$ cat src/rtl/ysyx_22050019_axi_rd_arb_pkg.sv
// Shared AXI read-arbiter definitions: FSM encodings, RRESP codes and owner encodings.
package ysyx_22050019_axi_rd_arb_pkg;

    typedef enum logic [1:0] {
        ST_IDLE = 2'd0,
        ST_ADDR = 2'd1,
        ST_DATA = 2'd2
    } arb_state_e;

    localparam logic [1:0] RRESP_OKAY   = 2'b00;
    localparam logic [1:0] RRESP_EXOKAY = 2'b01;
    localparam logic [1:0] RRESP_SLVERR = 2'b10;
    localparam logic [1:0] RRESP_DECERR = 2'b11;

    // One-hot owner: bit0 IFU (m0), bit1 LSU (m1).
    localparam logic [1:0] OWNER_NONE = 2'b00;
    localparam logic [1:0] OWNER_IFU  = 2'b01;
    localparam logic [1:0] OWNER_LSU  = 2'b10;

endpackage

$ cat src/rtl/ysyx_22050019_rr_arb2.sv
// Two-way round-robin pick: a lone requester wins outright, a tie goes to the one not granted last.
module ysyx_22050019_rr_arb2
    import ysyx_22050019_axi_rd_arb_pkg::*;
(
    input  logic [1:0] req,
    input  logic [1:0] last_grant,
    output logic [1:0] grant
);

    always_comb begin
        grant = req;
        if (req == 2'b11) begin
            grant = last_grant[0] ? OWNER_LSU : OWNER_IFU;
        end
    end

endmodule

$ cat src/rtl/ysyx_22050019_axi_rd_arb.sv
// Arbitrates IFU (m0) and LSU (m1) AXI read requests onto one slave, one single-beat read at a time.
module ysyx_22050019_axi_rd_arb
    import ysyx_22050019_axi_rd_arb_pkg::*;
#(
    parameter int ADDR_W = 64,
    parameter int DATA_W = 64
) (
    input  logic              clk,
    input  logic              rst_n,

    input  logic              m0_arvalid,
    input  logic [ADDR_W-1:0] m0_araddr,
    output logic              m0_arready,
    output logic              m0_rvalid,
    output logic [DATA_W-1:0] m0_rdata,
    output logic [1:0]        m0_rresp,
    input  logic              m0_rready,

    input  logic              m1_arvalid,
    input  logic [ADDR_W-1:0] m1_araddr,
    output logic              m1_arready,
    output logic              m1_rvalid,
    output logic [DATA_W-1:0] m1_rdata,
    output logic [1:0]        m1_rresp,
    input  logic              m1_rready,

    output logic              s_arvalid,
    output logic [ADDR_W-1:0] s_araddr,
    input  logic              s_arready,
    input  logic              s_rvalid,
    input  logic [DATA_W-1:0] s_rdata,
    input  logic [1:0]        s_rresp,
    output logic              s_rready,

    output logic [1:0]        grant_o,
    output logic              busy_o
);

    arb_state_e        state_q;
    arb_state_e        state_d;
    logic [ADDR_W-1:0] addr_p1;
    logic [1:0]        owner_p1;
    logic [1:0]        last_grant_q;
    logic [1:0]        pick;
    logic              accept;
    logic              owner_rready;
    logic              r_done;

    ysyx_22050019_rr_arb2 u_rr_arb2 (
        .req        ({m1_arvalid, m0_arvalid}),
        .last_grant (last_grant_q),
        .grant      (pick)
    );

    assign accept       = (state_q == ST_IDLE) && (pick != OWNER_NONE);
    assign owner_rready = (owner_p1[0] & m0_rready) | (owner_p1[1] & m1_rready);
    assign r_done       = (state_q == ST_DATA) && s_rvalid && owner_rready;
    assign s_araddr     = addr_p1;

    always_ff @(posedge clk or negedge rst_n) begin
        if (!rst_n) begin
            state_q <= ST_IDLE;
        end else begin
            state_q <= state_d;
        end
    end

    // Accept stage: capture the winner's address and ownership for the whole transaction.
    always_ff @(posedge clk or negedge rst_n) begin
        if (!rst_n) begin
            addr_p1      <= '0;
            owner_p1     <= OWNER_NONE;
            last_grant_q <= OWNER_IFU;
        end else if (accept) begin
            addr_p1      <= pick[1] ? m1_araddr : m0_araddr;
            owner_p1     <= pick;
            last_grant_q <= pick;
        end else if (r_done) begin
            owner_p1     <= OWNER_NONE;
        end
    end

    always_comb begin
        state_d    = state_q;
        m0_arready = 1'b0;
        m1_arready = 1'b0;
        m0_rvalid  = 1'b0;
        m1_rvalid  = 1'b0;
        m0_rdata   = '0;
        m1_rdata   = '0;
        m0_rresp   = 2'b00;
        m1_rresp   = 2'b00;
        s_arvalid  = 1'b0;
        s_rready   = 1'b0;
        grant_o    = OWNER_NONE;
        busy_o     = 1'b0;
        case (state_q)
            ST_IDLE: begin
                // Gated by rst_n so a master holding arvalid sees no arready while in reset.
                m0_arready = pick[0] & rst_n;
                m1_arready = pick[1] & rst_n;
                if (accept) begin
                    state_d = ST_ADDR;
                end
            end
            ST_ADDR: begin
                s_arvalid = 1'b1;
                grant_o   = owner_p1;
                busy_o    = 1'b1;
                if (s_arready) begin
                    state_d = ST_DATA;
                end
            end
            ST_DATA: begin
                grant_o   = owner_p1;
                busy_o    = 1'b1;
                s_rready  = owner_rready;
                m0_rvalid = owner_p1[0] & s_rvalid;
                m1_rvalid = owner_p1[1] & s_rvalid;
                if (owner_p1[0]) begin
                    m0_rdata = s_rdata;
                    m0_rresp = s_rresp;
                end
                if (owner_p1[1]) begin
                    m1_rdata = s_rdata;
                    m1_rresp = s_rresp;
                end
                if (r_done) begin
                    state_d = ST_IDLE;
                end
            end
            default: begin
                state_d = ST_IDLE;
            end
        endcase
    end

endmodule

$ cat config.mk
export PLATFORM = sky130hd
export DESIGN_NAME = ysyx_22050019_axi_rd_arb
export DESIGN_NICKNAME = d
export VERILOG_FILES = /design/src/rtl/ysyx_22050019_axi_rd_arb_pkg.sv /design/src/rtl/ysyx_22050019_rr_arb2.sv /design/src/rtl/ysyx_22050019_axi_rd_arb.sv
export SDC_FILE = /design/constraint.sdc
export NUM_CORES = 1
export LEC_CHECK = 0
export CORE_AREA = 2 2 158 160
export CTS_CLUSTER_DIAMETER = 100
export DETAILED_ROUTE_END_ITERATION = 12
export DIE_AREA = 0 0 160 162
export DONT_BUFFER_PORTS = 1
export SLEW_MARGIN = 10
export SYNTH_ARGS = -nofsm -noshare
export SYNTH_HDL_FRONTEND = slang
export SYNTH_HIERARCHICAL = 1
export SYNTH_SLANG_ARGS = --single-unit
$ cat constraint.sdc
create_clock -name clk -period 1.56 [get_ports clk]
set_clock_uncertainty 0.15 [all_clocks]
set_input_delay 0.312 -clock clk [delete_from_list [all_inputs] [get_ports clk]]
set_output_delay 0.312 -clock clk [all_outputs]
set_load 0.01 [all_outputs]
==> summary.md, run 1 <==
| Metric | Value |
|---|---|
| Status | `finished, violations left` |
| Violated checks | `negative hold slack, negative setup slack` |
| Chip height | `162 um` |
| Final #Nets | `756` |
| CTS tree | `done` |
| Synthesized cell area | `4280 sq um` |
| Drt pass-1 iters | `4` |
| Post-layout instance area | `7619 sq um` |
| Placer Congestion | `0.8243` |
| Initial Utilization | `17.76%` |
| Worst Path Max Fanout | `14` |
| Port bufs | `0` |
| P_int | `8868 uW` |
| Die area | `25920 sq um` |
| Worst reg2reg path startpoint | `last_grant_q[0]$_DFFE_PN1P_` |
| Unrepaired setup endpoints after global routing | `true` |
| Ys Warns | `6` |
| DRC | `0` |
| CP max-delay cell | `dfrtp_1` |
| Worst slew margin | `79.76%` |
| Period utilization | `127.9%` |
| Net Sw Frac | `42.00%` |
| Clock buffer depth | `2` |
| Placed wire-length estimate | `14130 um` |
| Wire per inst | `25.12 um` |
| Maximum vdd drop | `843.1 uV` |
| Mapped Cells | `481` |
| 1st-iter DRT viols | `208` |
| GRT overflow | `0` |
| Cell Chain, Critical Path | `inv_2 -> ha_4 -> buf_4 -> buf_12 -> and3_4` |
| Setup CP Type | `reg2out` |
| Share of post-route cells with drive strength above 1 | `60.18%` |
| Clock latency on the worst-skew pair | `330 ps` |
| Post-DP Area | `4994 sq um` |
| Setup ws final | `-435.8 ps` |
| Net load switching power | `6422 uW` |
| Arrival @ worst endpoint | `1530 ps` |
| Slew Viols, Final | `0` |
| TritonCTS Buffers | `9` |
| Top Family by Delay on Critical Path | `flip-flops` |
| H-tree depth | `3` |
| Global-route wire length before repair | `29440 um` |
| Boundary Pins | `407` |
| Syn Area/Cell | `8.899 sq um` |
| Post-layout minimum cycle time | `1996 ps` |
| Combinational power share | `59.9%` |
| WP buf/inv | `3` |
| Slew @ Worst Pin | `303.5 ps` |
| Flop2flop setup slack | `-390 ps` |
| Reg2Reg Depth | `11` |
| Power Dens Cells | `2007 nW/um^2` |
| Hold WC Path Type | `in2async` |
| Tot GR Track Use | `15.67%` |
| CTS root buf | `clkbuf_16` |
| Critical Path Stages | `5` |
| Worst setup startpoint | `state_q[0]$_DFFE_PN0P_` |
| Largest net degree at the start of global routing | `72` |
| Area delta synth->final | `77.99%` |
| P_leak | `0.003323 uW` |
| Via density | `4.874` |
| Core ar. | `24110 sq um` |
| Seq pwr share | `26.2%` |
| Worst Path Required | `1100 ps` |
| Initial antenna violation count | `4` |
| Routed Antenna Nets | `0` |
| Clock tree sinks | `69` |
| R2R Path End | `s_araddr[2]$_DFFE_PN0P_` |
| CP endpoint kind | `primary output` |
| DRT Wirelength | `22130 um` |
| Vias in the first global route | `4250` |
| Die Width | `160 um` |
| CP startpoint kind | `flop` |
| CP Capture Point | `m1_rdata[46]` |
| Clock share of power | `13.9%` |
| CP max stage delay | `380 ps` |
| Pre-CTS WS | `-257.1 ps` |
| Final Setup Violations | `209` |
| Max_cap viols | `0` |
| Vias | `4294` |
| Final hold viol count | `69` |
| Clk pin slew, worst setup/hold paths | `60 ps` |
| Net Count, Synth | `687` |
| Rows | `57` |
| Fmax | `501.1 MHz` |
| WHS | `-485.5 ps` |
[cell usage in the layout, fill, tap and decap left out, types with 2 or more instances in the layout]
| cell | instances |
|---|---|
| a32o_1 | 2 |
| and2_4 | 2 |
| and3_1 | 36 |
| and3_2 | 3 |
| and3_4 | 97 |
| buf_12 | 20 |
| buf_16 | 20 |
| buf_4 | 24 |
| buf_6 | 19 |
| buf_8 | 2 |
| clkbuf_16 | 17 |
| clkinvlp_4 | 3 |
| dfrtp_1 | 66 |
| dfrtp_2 | 2 |
| diode_2 | 2 |
| dlygate4sd3_1 | 17 |
| ha_4 | 3 |
| inv_1 | 2 |
| inv_2 | 2 |
| mux2i_1 | 42 |
| mux2i_2 | 11 |
| mux2i_4 | 11 |
| nand2_1 | 32 |
| nand2_2 | 14 |
| nand2_4 | 26 |
| o21ai_1 | 19 |
| o21ai_2 | 44 |
| o21ai_4 | 2 |
[layer usage]
| layer | GRT usage, % | part of all wire (%) |
|---|---|---|
| met5 | 0 | 0.050 |
| met4 | 5.201 | 1.8 |
| met3 | 5.644 | 9.7 |
| met2 | 30.05 | 55 |
| met1 | 15.67 | 33 |
[worst min-delay path by stage]
stage / start / endpoint / cells after the start
after floorplan: rst_n / owner_p1[0]$_DFFE_PN0P_ / 0
after global placement: rst_n / s_araddr[32]$_DFFE_PN0P_ / 0
after detailed placement: rst_n / s_araddr[32]$_DFFE_PN0P_ / 0
after CTS: rst_n / s_araddr[57]$_DFFE_PN0P_ / 0
after global routing: rst_n / s_araddr[57]$_DFFE_PN0P_ / 0
final: rst_n / s_araddr[57]$_DFFE_PN0P_ / 0
[worst register-to-register path, delay by kind of cell, from the launching register on]
family          cells  cell delay, ps
buf+inv             7             840
flops               1             540
compound gates      3             250
simple gates        1              60
[power by group through the flow]
stage | Sequential (uW) | Clock, uW | Combinational, uW
floorplan | 3550 | 0 | 3660
global placement | 3840 | 0 | 4330
detailed placement | 3820 | 0 | 4480
CTS | 3860 | 2200 | 7780
global route | 4110 | 2270 | 9770
finish | 4010 | 2130 | 9160
[state kept, by name, indices dropped and copies added (netlist names)]
register and count:
last_grant_q 1, owner_p1 2, state_q 2, s_araddr 64
[stage by stage]
step	power [uW]	setup TNS, ps	utilization (%)	instances	hold WS, ps
6_report	15290	-73840	31.60	881	-485.5
5_1_grt	16150	-87290	31.60	881	-513.8
4_1_cts	13830	-75700	28.58	863	-506.0
3_5_place_dp	8306	-16620	20.72	784	-131.8
3_3_place_gp	8162	-13730	20.72	784	-131.5
2_1_floorplan	7204	-3900	-	481	-133.6
[timing repair]
item | in CTS | in global routing
hold endpoints to repair | 78 | 72
gates cloned | 21 | 9
gates resized for setup | 193 | 139
buffers inserted | 29 | 14
hold buffers | 14 | 3
setup endpoints to repair | 209 | 209
pin swaps | 20 | 67
[area by class of cell]
| cell class | count | area (sq um) |
|---|---|---|
| Fill cell | 2434 | 16490 |
| Clock inverter | 6 | 70.07 |
| Antenna cell | 2 | 5.005 |
| Timing Repair Buffer | 110 | 1745 |
| Clock buffer | 10 | 239.0 |
| Multi-Input combinational cell | 355 | 3402 |
| Tap cell | 324 | 405.4 |
| Inverter | 5 | 21.27 |
| Sequential cell | 69 | 1730 |
Note: power is estimated with default switching activity, not from simulation.
==> run 2: changes to the inputs <==
--- a/config.mk
+++ b/config.mk
@@ -10,6 +10,7 @@
 export DETAILED_ROUTE_END_ITERATION = 12
 export DIE_AREA = 0 0 160 162
 export DONT_BUFFER_PORTS = 1
+export REMOVE_ABC_BUFFERS = 1
 export SLEW_MARGIN = 10
 export SYNTH_ARGS = -nofsm -noshare
 export SYNTH_HDL_FRONTEND = slang
==> summary.md, run 2 (synthesis results as in run 1) <==
| Metric | Value |
|---|---|
| Status | `finished, violations left` |
| P_leak | `0.003062 uW (-7.9%)` |
| GRT overflow | `0 (unchanged)` |
| CTS tree | `done` |
| Core ar. | `24110 sq um (unchanged)` |
| Drt pass-1 iters | `4 (unchanged)` |
| Worst slew margin | `75.28% (-4.5 points)` |
| Net Sw Frac | `42.60% (+0.59 points)` |
| Setup CP Type | `reg2out` |
| Boundary Pins | `407 (unchanged)` |
| Arrival @ worst endpoint | `1510 ps (-20 ps)` |
| Die Width | `160 um (unchanged)` |
| CP max stage delay | `390 ps (about the same)` |
| Seq pwr share | `27.3% (+1.1 points)` |
| DRT Wirelength | `22740 um (+2.8%)` |
| Vias in the first global route | `3406 (-20%)` |
| Share of post-route cells with drive strength above 1 | `62.29% (+2.1 points)` |
| 1st-iter DRT viols | `174 (-16%)` |
| Worst reg2reg path startpoint | `last_grant_q[0]$_DFFE_PN1P_` |
| Post-DP Area | `4727 sq um (-5.3%)` |
| Initial antenna violation count | `2 (-2)` |
| Via density | `4.852 (-0.45%)` |
| Fmax | `505.9 MHz (+0.97%)` |
| Commonest cells after routing, fill and taps aside | `and3_4 (135), dfrtp_1 (67), mux2i_1 (56), o21ai_1 (44), nand2_2 (41)` |
| Setup ws final | `-416.6 ps (+19.24 ps)` |
| Placed wire-length estimate | `14080 um (-0.37%)` |
| Final Setup Violations | `209 (unchanged)` |
| Tot GR Track Use | `12.51% (-3.2 points)` |
| Hold WC Path Type | `in2async` |
| Unrepaired setup endpoints after global routing | `true` |
| CP max-delay cell | `dfrtp_1` |
| Initial Utilization | `17.76% (unchanged)` |
| Wire per inst | `26.50 um (+5.5%)` |
| P_int | `8423 uW (-5.0%)` |
| Slew @ Worst Pin | `369.4 ps (+65.90 ps)` |
| Chip height | `162 um (unchanged)` |
| Die area | `25920 sq um (unchanged)` |
| Clock latency on the worst-skew pair | `330 ps (about the same)` |
| Commonest non-fill, non-tap cell in the layout | `and3_4` |
| H-tree depth | `3 (unchanged)` |
| Maximum vdd drop | `844.6 uV (+0.18%)` |
| Worst Path Required | `1100 ps (about the same)` |
| CP endpoint kind | `primary output` |
| Max_cap viols | `0 (unchanged)` |
| Net load switching power | `6250 uW (-2.7%)` |
| Clock share of power | `15.9% (+2.0 points)` |
| Post-layout instance area | `7268 sq um (-4.6%)` |
| Vias | `4163 (-3.1%)` |
| Clock buffer depth | `2 (unchanged)` |
| Reg2Reg Depth | `9 (-2)` |
| Post-layout minimum cycle time | `1977 ps (-19.23 ps)` |
| Total power | `14670 uW (-4.0%)` |
| Worst path most repeated cell | `buf_6` |
| R2R Path End | `s_araddr[55]$_DFFE_PN0P_` |
| Power Dens Cells | `2019 nW/um^2 (+0.59%)` |
| TritonCTS Buffers | `9 (unchanged)` |
| Cell Chain, Critical Path | `inv_2 -> ha_4 -> buf_12 -> buf_6 -> nor2b_4 -> buf_6` |
| Routed Antenna Nets | `0 (unchanged)` |
| WP buf/inv | `4 (+1)` |
| CP startpoint kind | `flop` |
| Violated checks | `negative hold slack, negative setup slack` |
| Core Util, Final | `30.15% (-1.5 points)` |
| Flop2flop setup slack | `-330 ps (+60 ps)` |
| Clk pin slew, worst setup/hold paths | `70 ps (about the same)` |
| Final hold viol count | `69 (unchanged)` |
| Final #Nets | `734 (-2.9%)` |
| Rows | `57 (unchanged)` |
| CTS root buf | `clkbuf_16` |
| Area delta synth->final | `69.80%` |
| Largest net degree at the start of global routing | `72 (unchanged)` |
| Clock tree sinks | `69 (unchanged)` |
| DRC | `0 (unchanged)` |
| Global-route wire length before repair | `23260 um (-21%)` |
| Port bufs | `0 (unchanged)` |
| Combinational power share | `56.8% (-3.1 points)` |
| WHS | `-491.7 ps (-6.261 ps)` |
| Slew Viols, Final | `0 (unchanged)` |
| Placer Congestion | `0.9132 (+11%)` |
| Period utilization | `126.7% (-1.2 points)` |
| Top Family by Delay on Critical Path | `buffers and inverters` |
| Worst Path Max Fanout | `4 (-10)` |
| Max reg flops | `64 (unchanged)` |
[run 2: how the worst max path moves through the flow]
stage	endpoint	startpoint	depth (start not counted)	slack [ps]
floorplan	s_araddr[0]$_DFFE_PN0P_	last_grant_q[0]$_DFFE_PN1P_	5	-7200
global placement	s_araddr[37]$_DFFE_PN0P_	last_grant_q[0]$_DFFE_PN1P_	7	-200
detailed placement	s_araddr[48]$_DFFE_PN0P_	last_grant_q[0]$_DFFE_PN1P_	6	-280
CTS	m1_rdata[1]	state_q[0]$_DFFE_PN0P_	4	-430
global route	s_rready	state_q[0]$_DFFE_PN0P_	6	-470
finish	s_rready	state_q[0]$_DFFE_PN0P_	6	-420
[run 2: layer usage]
metal | wire length (um) | up-vias | GRT usage [%] | part of all wire, %
met5 | 0 | - | 0 | 0
met4 | 550 | 0 | 5.692 | 2.4
met3 | 1736 | 25 | 4.111 | 7.6
met2 | 12010 | 293 | 23.26 | 53
met1 | 8447 | 2045 | 12.75 | 37
li1 | - | 1800 | - | -
[run 2: cell type report]
type	instances	area [sq um]
Sequential cell	69	1729
Inverter	5	18.77
Multi-Input combinational cell	355	3348
Tap cell	324	405.4
Fill cell	2480	16840
Timing Repair Buffer	88	1433
Clock inverter	7	106.4
Clock buffer	9	225.2
Antenna cell	1	2.502
[run 2: repair_timing]
item,in CTS,in global routing
gates cloned,1,36
setup endpoints to repair,209,210
pin swaps,1,71
endpoints found under the hold margin,73,73
setup buffers,0,12
hold buffers,5,4
resized for setup,23,335
[run 2: metrics by stage]
step | hold slack [ps] | std cells | setup slack, ps | setup TNS, ps
global placement | -131.3 | 783 | -202.6 | -22170
floorplan | -133.6 | 429 | -7204 | -672390
detailed placement | -132.0 | 783 | -275.5 | -28350
finish | -491.7 | 858 | -416.6 | -72740
global route | -516.9 | 858 | -471.2 | -85420
CTS | -513.4 | 805 | -429.7 | -70300
[run 2: power groups by stage]
| stage | Sequential [uW] | Clock (uW) | Combinational, uW |
|---|---|---|---|
| after global routing | 4100 | 2500 | 8860 |
| after CTS | 3820 | 2430 | 4190 |
| after detailed placement | 3810 | 0 | 4030 |
| after global placement | 3820 | 0 | 3900 |
| after floorplan | 3740 | 0 | 2670 |
| final | 4010 | 2330 | 8340 |
==> run 3: changes to the inputs <==
--- a/config.mk
+++ b/config.mk
@@ -10,6 +10,7 @@
 export DETAILED_ROUTE_END_ITERATION = 12
 export DIE_AREA = 0 0 160 162
 export DONT_BUFFER_PORTS = 1
+export RECOVER_POWER = 100
 export REMOVE_ABC_BUFFERS = 1
 export SLEW_MARGIN = 10
 export SYNTH_ARGS = -nofsm -noshare
==> results of run 3 <==
No change in the layout: final DEF, timing and power equal those of run 2.
